$ cat src/rtl/layer5_port_ctrl_if.sv
// Producer/consumer request bus of the layer-5 port controller.
// master = requester side, slave = controller side.
interface layer5_port_ctrl_if #(
    parameter int unsigned AW = 7,
    parameter int unsigned DW = 128
) ();
    logic          wr_req;
    logic [AW-1:0] wr_addr;
    logic [DW-1:0] wr_data;
    logic          wr_gnt;
    logic          rd_req;
    logic [AW-1:0] rd_addr;
    logic          rd_gnt;
    logic          rd_valid;
    logic [DW-1:0] rd_data;

    modport master (
        output wr_req, wr_addr, wr_data, rd_req, rd_addr,
        input  wr_gnt, rd_gnt, rd_valid, rd_data
    );

    modport slave (
        input  wr_req, wr_addr, wr_data, rd_req, rd_addr,
        output wr_gnt, rd_gnt, rd_valid, rd_data
    );
endinterface

$ cat src/rtl/layer5_port_ctrl.sv
// Frame buffer port controller: port A writes, port B reads, a valid bitmap gates reads
// of unwritten words, and an EMPTY/FILLING/FULL FSM tracks frame fill.
module layer5_port_ctrl #(
    parameter int unsigned DEPTH = 112,
    parameter int unsigned AW    = 7,
    parameter int unsigned DW    = 128
) (
    input  logic          CK,
    input  logic          rst,
    input  logic          clr,
    layer5_port_ctrl_if.slave bus,
    output logic          sram_OEA,
    output logic          sram_OEB,
    output logic          sram_WEAN,
    output logic          sram_WEBN,
    output logic [AW-1:0] sram_A,
    output logic [AW-1:0] sram_B,
    output logic [DW-1:0] sram_DIA,
    output logic [DW-1:0] sram_DIB,
    input  logic [DW-1:0] sram_DOB,
    output logic          full,
    output logic          frame_done,
    output logic          err,
    output logic [AW-1:0] wr_cnt
);

    localparam logic [AW:0]   DepthW = (AW + 1)'(DEPTH);
    localparam logic [AW-1:0] DepthC = AW'(DEPTH);

    typedef enum logic [1:0] {StEmpty, StFilling, StFull} state_e;

    state_e          state_q, state_d;
    logic [DEPTH-1:0] valid_q;
    logic [AW-1:0]   cnt_q, cnt_d;
    logic [AW-1:0]   sram_a_q, sram_b_q;
    logic            err_q, frame_done_q, rd_valid_q;
    logic            wr_in_range, rd_in_range, wr_oor, rd_oor;
    logic            wr_gnt, rd_gnt, rd_hit, cnt_inc;

    assign wr_in_range = ({1'b0, bus.wr_addr} < DepthW);
    assign rd_in_range = ({1'b0, bus.rd_addr} < DepthW);
    assign wr_oor      = bus.wr_req && !wr_in_range;
    assign rd_oor      = bus.rd_req && !rd_in_range;

    assign wr_gnt = !rst && !clr && bus.wr_req && wr_in_range;
    assign rd_hit = rd_in_range && valid_q[bus.rd_addr];
    // Same-address write wins; the read retries next cycle and sees the new word.
    assign rd_gnt = !rst && !clr && bus.rd_req && rd_hit
                    && !(wr_gnt && (bus.wr_addr == bus.rd_addr));

    assign cnt_inc = wr_gnt && !valid_q[bus.wr_addr] && (cnt_q != DepthC);
    assign cnt_d   = cnt_q + {{(AW-1){1'b0}}, cnt_inc};

    always_ff @(posedge CK) begin
        if (rst) begin
            state_q <= StEmpty;
        end else begin
            state_q <= state_d;
        end
    end

    always_comb begin
        state_d = state_q;
        if (clr) begin
            state_d = StEmpty;
        end else begin
            unique case (state_q)
                StEmpty: begin
                    if (cnt_inc) state_d = (cnt_d == DepthC) ? StFull : StFilling;
                end
                StFilling: begin
                    if (cnt_d == DepthC) state_d = StFull;
                end
                StFull:  state_d = StFull;
                default: state_d = StEmpty;
            endcase
        end
    end

    always_comb begin
        full = (state_q == StFull);
    end

    always_ff @(posedge CK) begin
        if (rst || clr) begin
            valid_q <= '0;
            cnt_q   <= '0;
            err_q   <= 1'b0;
        end else begin
            if (wr_gnt) valid_q[bus.wr_addr] <= 1'b1;
            cnt_q <= cnt_d;
            err_q <= err_q | wr_oor | rd_oor;
        end
    end

    always_ff @(posedge CK) begin
        if (rst) begin
            rd_valid_q   <= 1'b0;
            frame_done_q <= 1'b0;
            sram_a_q     <= '0;
            sram_b_q     <= '0;
        end else begin
            rd_valid_q   <= rd_gnt;
            frame_done_q <= (state_d == StFull) && (state_q != StFull);
            if (wr_gnt) sram_a_q <= bus.wr_addr;
            if (rd_gnt) sram_b_q <= bus.rd_addr;
        end
    end

    assign bus.wr_gnt   = wr_gnt;
    assign bus.rd_gnt   = rd_gnt;
    // A reset aborts any read still in flight.
    assign bus.rd_valid = rd_valid_q && !rst;
    assign bus.rd_data  = (rd_valid_q && !rst) ? sram_DOB : '0;

    assign sram_OEA  = 1'b0;
    assign sram_WEBN = 1'b1;
    assign sram_DIB  = '0;
    assign sram_WEAN = !wr_gnt;
    assign sram_OEB  = rd_gnt;
    assign sram_A    = wr_gnt ? bus.wr_addr : sram_a_q;
    assign sram_B    = rd_gnt ? bus.rd_addr : sram_b_q;
    assign sram_DIA  = wr_gnt ? bus.wr_data : '0;

    assign frame_done = frame_done_q;
    assign err        = err_q;
    assign wr_cnt     = cnt_q;

endmodule

$ cat src/flat_wrapper.sv
// flat-port wrapper written by rule: the top's interface ports become plain ports
module layer5_port_ctrl_flat 
#(
    parameter int unsigned DEPTH = 112,
    parameter int unsigned AW    = 7,
    parameter int unsigned DW    = 128
)
  (CK, rst, clr, sram_OEA, sram_OEB, sram_WEAN, sram_WEBN, sram_A, sram_B, sram_DIA, sram_DIB, sram_DOB, full, frame_done, err, wr_cnt, bus_wr_req, bus_wr_addr, bus_wr_data, bus_rd_req, bus_rd_addr, bus_wr_gnt, bus_rd_gnt, bus_rd_valid, bus_rd_data);
  layer5_port_ctrl_if #(.AW(AW), .DW(DW)) bus_i ();
  input  logic CK;
  input  logic rst;
  input  logic clr;
  output logic sram_OEA;
  output logic sram_OEB;
  output logic sram_WEAN;
  output logic sram_WEBN;
  output logic [AW-1:0] sram_A;
  output logic [AW-1:0] sram_B;
  output logic [DW-1:0] sram_DIA;
  output logic [DW-1:0] sram_DIB;
  input  logic [DW-1:0] sram_DOB;
  output logic full;
  output logic frame_done;
  output logic err;
  output logic [AW-1:0] wr_cnt;
  input wire logic [$bits(bus_i.wr_req)-1:0] bus_wr_req;
  input wire logic [$bits(bus_i.wr_addr)-1:0] bus_wr_addr;
  input wire logic [$bits(bus_i.wr_data)-1:0] bus_wr_data;
  input wire logic [$bits(bus_i.rd_req)-1:0] bus_rd_req;
  input wire logic [$bits(bus_i.rd_addr)-1:0] bus_rd_addr;
  output wire logic [$bits(bus_i.wr_gnt)-1:0] bus_wr_gnt;
  output wire logic [$bits(bus_i.rd_gnt)-1:0] bus_rd_gnt;
  output wire logic [$bits(bus_i.rd_valid)-1:0] bus_rd_valid;
  output wire logic [$bits(bus_i.rd_data)-1:0] bus_rd_data;
  assign bus_i.wr_req = bus_wr_req;
  assign bus_i.wr_addr = bus_wr_addr;
  assign bus_i.wr_data = bus_wr_data;
  assign bus_i.rd_req = bus_rd_req;
  assign bus_i.rd_addr = bus_rd_addr;
  assign bus_wr_gnt = bus_i.wr_gnt;
  assign bus_rd_gnt = bus_i.rd_gnt;
  assign bus_rd_valid = bus_i.rd_valid;
  assign bus_rd_data = bus_i.rd_data;
  layer5_port_ctrl #(.DEPTH(DEPTH), .AW(AW), .DW(DW)) u_core (.CK(CK), .rst(rst), .clr(clr), .bus(bus_i), .sram_OEA(sram_OEA), .sram_OEB(sram_OEB), .sram_WEAN(sram_WEAN), .sram_WEBN(sram_WEBN), .sram_A(sram_A), .sram_B(sram_B), .sram_DIA(sram_DIA), .sram_DIB(sram_DIB), .sram_DOB(sram_DOB), .full(full), .frame_done(frame_done), .err(err), .wr_cnt(wr_cnt));
endmodule
$ cat config.mk
export PLATFORM = sky130hd
export DESIGN_NAME = layer5_port_ctrl_flat
export DESIGN_NICKNAME = d
export VERILOG_FILES = /design/src/rtl/layer5_port_ctrl_if.sv /design/src/rtl/layer5_port_ctrl.sv /design/src/flat_wrapper.sv
export SDC_FILE = /design/constraint.sdc
export NUM_CORES = 1
export LEC_CHECK = 0
export BUFFER_PORTS_ARGS = -buffer_cell sky130_fd_sc_hd__buf_2
export CAP_MARGIN = 20
export CELL_PAD_IN_SITES_DETAIL_PLACEMENT = 1
export CELL_PAD_IN_SITES_GLOBAL_PLACEMENT = 1
export CORE_AREA = 8 8 262 264
export DETAILED_ROUTE_END_ITERATION = 16
export DIE_AREA = 0 0 270 272
export GPL_TIMING_DRIVEN = 1
export PLACE_DENSITY = 0.52
export SKIP_LAST_GASP = 1
export SYNTH_ARGS = -nofsm -noshare
export SYNTH_HDL_FRONTEND = slang
export SYNTH_SLANG_ARGS = --single-unit
$ cat constraint.sdc
create_clock -name CK -period 4.7 [get_ports CK]
set_clock_uncertainty 0.05 [all_clocks]
set_input_delay 0.705 -clock CK [delete_from_list [all_inputs] [get_ports CK]]
set_output_delay 0.705 -clock CK [all_outputs]
set_load 0.005 [all_outputs]
# Word-level counts from Yosys, hierarchy flattened
# Cells that the tools add are included.
op_classes:
  n_mux: 15
  addsub: 1
  n_lt_le_gt_ge: 5
  eq_ne: 7
  reduce_logical: 24
  bitwise_logic: 3
op_table:
  columns: ["operator", "count"]
  rows:
  - ["128-bit 2-to-1 mux", 2]
  - ["112-bit bitwise OR", 1]
  - ["7-bit by 8-bit less-than comparator with 1-bit output (second input constant)", 2]
  - ["1-bit logical AND", 15]
  - ["1-bit binary-select mux with 7-bit select", 2]
  - ["7-bit less-than comparator (second input constant)", 2]
  - ["7-bit 2-to-1 mux", 2]
  - ["2-bit 2-to-1 mux", 4]
  - ["7-bit by 1-bit adder with 7-bit output", 1]
  - ["1-bit demux with 7-bit select", 1]
  - ["7-bit == test", 1]
  - ["7-bit == test (second input constant)", 1]
  - ["7-bit by 1-bit greater-or-equal comparator with 1-bit output (second input constant)", 1]
  - ["1-bit logical NOT", 7]
  - ["7-bit inequality test (second input constant)", 1]
  - ["2-bit one-hot mux with 3 select lines", 1]
  - ["2-bit == test (second input constant)", 2]
  - ["1-bit 2-to-1 mux", 3]
  - ["2-bit by 1-bit == test with 1-bit output (second input constant)", 1]
  - ["2-bit logical NOT", 1]
  - ["2-bit inequality test (second input constant)", 1]
  - ["1-bit bitwise OR", 2]
  - ["1-bit logical OR", 1]
totals:
  input_bits: 275
  out_inout_bits: 415
  word_cells: 63
  regBits: 138

# Longest topological paths before layout
depth:
  depth_word: 14
  mapped_depth: 18
  ltp_nobuf: 14

# Worst setup path before layout
# OpenSTA, ideal clock, no wires.
synth_timing:
  path_type: "input to register"
  start: "input port bus_wr_addr[0]"
  end: "register u_core.state_q[1]"
  path_stages: 17
  setup_ps: 59
  setup_slack_ps: 651
  n_path_buf: 3
  arrival_ps: 3940
  t_required_ps: 4591
  path_cell_list: "buf_2 buf_2 buf_2 nor2b_1 a221oi_1 o22ai_1 a221oi_1 and4b_1 and3_1 ha_1 ha_1 nand3_1 nor2_1 xnor2_1 or4_1 mux2i_1 o311a_1"
synth_between:
  elab_chain_len: 11
  elab_cells_between_ends: 14
  cone_classes: "add/sub: 1; order compare: 1; eq/ne: 1; mux: 7; reduce/logical: 4"
synth_rtl:
  columns: ["item", "line_no", "source"]
  rows:
  - ["start, declared", "flat_wrapper.sv:27", "input wire logic [$bits(bus_i.wr_addr)-1:0] bus_wr_addr;"]
  - ["1-bit binary-select mux with 7-bit select", "layer5_port_ctrl.sv:51", "assign cnt_inc = wr_gnt && !valid_q[bus.wr_addr] && (cnt_q != DepthC);"]
  - ["1-bit 2-to-1 mux (not written as such)", "layer5_port_ctrl.sv:51", null]
  - ["1-bit logical NOT", "layer5_port_ctrl.sv:51", null]
  - ["1-bit logical AND * (2 in series)", "layer5_port_ctrl.sv:51", null]
  - ["7-bit by 1-bit adder with 7-bit output", "layer5_port_ctrl.sv:52", "assign cnt_d = cnt_q + {{(AW-1){1'b0}}, cnt_inc};"]
  - ["7-bit == test", "layer5_port_ctrl.sv:69, layer5_port_ctrl.sv:72", null]
  - ["2-bit 2-to-1 mux (2 in series)", "layer5_port_ctrl.sv:69", "if (cnt_inc) state_d = (cnt_d == DepthC) ? StFull : StFilling;"]
  - ["2-bit one-hot mux with 3 select lines *", "layer5_port_ctrl.sv:67", "unique case (state_q)"]
  - ["2-bit 2-to-1 mux *", "layer5_port_ctrl.sv:64", "if (clr) begin"]
  - ["end signal, assigned", "layer5_port_ctrl.sv:56", "state_q <= StEmpty;"]
  - ["end signal, assigned", "layer5_port_ctrl.sv:58", "state_q <= state_d;"]
  - ["end, declared", "layer5_port_ctrl.sv:32", "state_e state_q, state_d;"]
# Mark *: on every way between the ends. The rest lies on a longest branch, timed or not. The select of a mux whose other input is x is not followed.
# A chain may end at the register's enable or synchronous reset.

# Final worst setup path
layout_timing:
  start: "input port bus_rd_addr[0]"
  end: "output port sram_B[0]"
layout_between:
  elab_chain_len: 6
  elab_cells_between_ends: 10
  cone_classes: "order compare: 1; eq/ne: 1; mux: 3; reduce/logical: 5"
layout_rtl:
  columns: ["item", "line_no", "source"]
  rows:
  - ["start, declared", "flat_wrapper.sv:30", "input wire logic [$bits(bus_i.rd_addr)-1:0] bus_rd_addr;"]
  - ["1-bit binary-select mux with 7-bit select", "layer5_port_ctrl.sv:46", "assign rd_hit = rd_in_range && valid_q[bus.rd_addr];"]
  - ["1-bit 2-to-1 mux (not written as such)", "layer5_port_ctrl.sv:46", null]
  - ["1-bit logical AND", "layer5_port_ctrl.sv:46", null]
  - ["1-bit logical AND", "layer5_port_ctrl.sv:48", "assign rd_gnt = !rst && !clr && bus.rd_req && rd_hit"]
  - ["1-bit logical AND", "layer5_port_ctrl.sv:49", "&& !(wr_gnt && (bus.wr_addr == bus.rd_addr));"]
  - ["7-bit 2-to-1 mux *", "layer5_port_ctrl.sv:122", "assign sram_B = rd_gnt ? bus.rd_addr : sram_b_q;"]
  - ["end, declared", "flat_wrapper.sv:18", "output logic [AW-1:0] sram_B;"]
# Marks and branches as above.

==> results.json <==
{
  "setup_tns_ns": 0,
  "drive_gt1_share_pct": 41.2,
  "cp-start-kind": "primary input",
  "ir_worst_vdd_mv": 0.216,
  "seq_power_share_pct": 37.2,
  "cts_hold_buf": 0,
  "synth-seq-cells": 138,
  "dr_total_vias": 10800,
  "power_density_nw_per_um2": 236,
  "crit_cells": 9,
  "ys_warn_count": 0,
  "htreeDepth": 4,
  "run_status": "completed",
  "path_delay_family": "multiplexers",
  "syn_area_sq_um": 9350,
  "port_buffers": 559,
  "drt_pass1_iterations": 5,
  "core_area_sq_um": 64800,
  "rr_startpoint": "u_core.valid_q[77]",
  "cts_buffers": 17,
  "ff2ff_path_depth": 12,
  "die-width_microns": 270,
  "worstSetupEndpointType": "output port",
  "p_clk_share_pct": 43.6,
  "numClockSinks": 138,
  "finalCritPeriodShare_pct": 89.1,
  "antenna_found_initial": 44,
  "crit_chain": "buf_2 -> buf_4 -> mux4_1 -> mux4_2 -> nand3b_1 -> o311a_1 -> o21ai_1 -> nand2_1 -> buf_2",
  "rrSetupSlack_ns": 1.10,
  "power.switching_mw": 1.02,
  "wl_per_cell_microns": 31.5,
  "critPathMaxStageDelay_ns": 0.61,
  "switching_share_pct": 32.2,
  "final_nets": 1958,
  "hold_violations": 0,
  "io_pins": 690,
  "grt_max_degree": 130,
  "grt_pass1_wl_microns": 105000,
  "finalCriticalPeriod_ns": 4.19,
  "seq_area_frac_synth_pct": 29.6,
  "cap_violations": 0,
  "synth_async_sr_flop_share_pct": 0,
  "min_path_type": "reg2reg",
  "crit_top_cell": "buf_2",
  "cp-startpoint": "bus_rd_addr[0]",
  "dp_hpwl_microns": 71100,
  "cts.clk_slew.worst_paths_ns": 0.07,
  "clk_latency_ns": 0.43,
  "start_util_pct": 14.4,
  "leakagePower_nw": 6.62,
  "drt-total-wl_microns": 81100,
  "slew_viol_final": 0,
  "antenna_left": 0,
  "drc": 0,
  "p_comb_share_pct": 19.2,
  "worstSetupPathType": "in2out",
  "place_congestion": 0.989,
  "dp_cells": 2524,
  "cp.required_ns": 3.94,
  "fin_cells": 2572,
  "ctsResizeCount": 0,
  "post_cts_buffers": 0,
  "clockBufferDepth": 2,
  "slew_headroom_pct": 21.9,
  "via_per_inst": 4.19,
  "grt_pass1_vias": 10900,
  "synthDistinctLibCells": 58,
  "endpoint": "sram_B[0]",
  "timing.rr.end": "u_core.frame_done",
  "cts_root_buf": "clkbuf_16",
  "syn_avg_cell_area_sq_um": 8.17,
  "cts_tree": "done",
  "area_delta_synth_final_pct": 43.4,
  "first_iter_violations": 990,
  "synth_edf_count": 0,
  "slowest_stage": "mux4_1",
  "cp.arrival_ns": 3.43,
  "die_area_sq_um": 73400,
  "critPathMaxFanout": 21,
  "rsz0062_at_grt": "false",
  "clock.fmax_mhz": 239,
  "rows": 94,
  "setup_viol": 0,
  "syn_inst": 1144,
  "die_h_microns": 272,
  "tightest_slew_ns": 1.17,
  "cp.buffers_inverters": 3,
  "grt_use_total_pct": 20.8,
  "p_int_mw": 2.15,
  "grt_overflow_total": 0,
  "synthFlopType": "dfxtp_1"
}
[layout make-up]
| cell class | count | area (sq um) |
|---|---|---|
| Sequential cell | 138 | 2760 |
| Clock inverter | 14 | 154 |
| Multi-Input combinational cell | 913 | 5750 |
| Clock buffer | 18 | 439 |
| Inverter | 9 | 33.8 |
| Timing Repair Buffer | 602 | 3150 |
| Tap cell | 864 | 1080 |
| Fill cell | 7941 | 51400 |
| Antenna cell | 14 | 35.0 |
[synth_stat cells (12+ instances only)]
master    instances  area, sq um
a21oi_1         119          596
a221oi_1         28          245
and2_1          261         1630
buf_4           132          991
clkbuf_1         66          248
dfxtp_1         138         2760
mux2_2           12          135
mux2i_1          22          220
mux4_2           32          721
nand2_1          26         97.6
nand3_1          13         65.1
nor2_1          140          526
nor2b_1          16          100
nor3_1           12         60.1
[worst min path at each step]
stage / from / end / slack, ns / cells past startpoint
2_1_floorplan: u_core.valid_q[13] / u_core.valid_q[13] / 0.40 / 2
3_3_place_gp: u_core.valid_q[68] / u_core.valid_q[68] / 0.42 / 2
3_5_place_dp: u_core.valid_q[87] / u_core.valid_q[87] / 0.43 / 2
4_1_cts: u_core.valid_q[87] / u_core.valid_q[87] / 0.45 / 2
5_1_grt: u_core.valid_q[87] / u_core.valid_q[87] / 0.48 / 2
6_report: u_core.valid_q[87] / u_core.valid_q[87] / 0.45 / 2
[registers in the layout (all words and copies together), names as in the netlist]
signal / count
u_core.rd_valid_q: 1
u_core.state_q: 2
u_core.frame_done: 1
u_core.sram_a_q: 7
u_core.valid_q: 112
u_core.wr_cnt: 7
u_core.err: 1
u_core.sram_b_q: 7
[cell usage in the layout (no fill, tap or decap), drive strengths merged, types with 4 or more instances in the layout]
master	count
xnor2	9
a21oi	125
clkbuf	19
diode	14
conb	130
dfxtp	138
inv	17
nor4	4
and3	5
nand3	13
mux4	34
nand2	26
mux2	12
nor2	140
a221oi	28
xor2	4
and2	262
nor2b	16
buf	601
nor3	12
o21ai	17
nand2b	4
mux2i	22
a22oi	6
[worst reg2reg max path, delay by kind of cell (launching register included)]
kind                       cells  cell delay [ns]
muxes                          2             0.96
and+or+nand+nor                7             1.59
adders and majority gates      2             0.45
xor gates and xnor gates       1             0.09
DFF                            1             0.35
[power by group through the flow]
stage               combinational (mW)  sequential, mW  clock, mW
floorplan                        0.294            1.20          0
global placement                 0.596            1.20          0
detailed placement               0.596            1.20          0
CTS                              0.598            1.18       1.40
global route                     0.651            1.18       1.45
finish                           0.608            1.18       1.38
[cell families (layout without fill, tap and decap cells)]
group / after synthesis / count (layout) / share of synthesized area (%)
other: 2 / 144 / 0.0804
adders and majority gates: 2 / 2 / 0.268
muxes: 68 / 68 / 12.1
AOI/OAI and AO/OA: 201 / 201 / 13.4
DFF: 138 / 138 / 29.6
xor gates and xnor gates: 13 / 13 / 1.22
and+or+nand+nor: 499 / 499 / 28.8
buffers and inverters: 221 / 643 / 14.6
[routing by layer]
layer	wire, microns	GRT usage (%)	vias up
met1	39000	31.0	5316
li1	-	-	4704
met3	9210	8.45	46
met5	159	0	-
met2	32300	28.8	687
met4	406	1.37	24
[per-stage QoR]
| step | total power, mW | cell area (sq um) | worst slack (ns) | util (%) | hold slack (ns) |
|---|---|---|---|---|---|
| floorplan | 1.50 | 9830 | 0.651 | - | 0.395 |
| global placement | 1.80 | 12700 | 0.153 | 19.7 | 0.418 |
| detailed placement | 1.80 | 12700 | 0.0832 | 19.7 | 0.431 |
| CTS | 3.18 | 13300 | 0.491 | 20.6 | 0.449 |
| global route | 3.28 | 13400 | 0.211 | 20.6 | 0.480 |
| finish | 3.16 | 13400 | 0.511 | 20.7 | 0.446 |
Power figures use the tool's default switching activity.
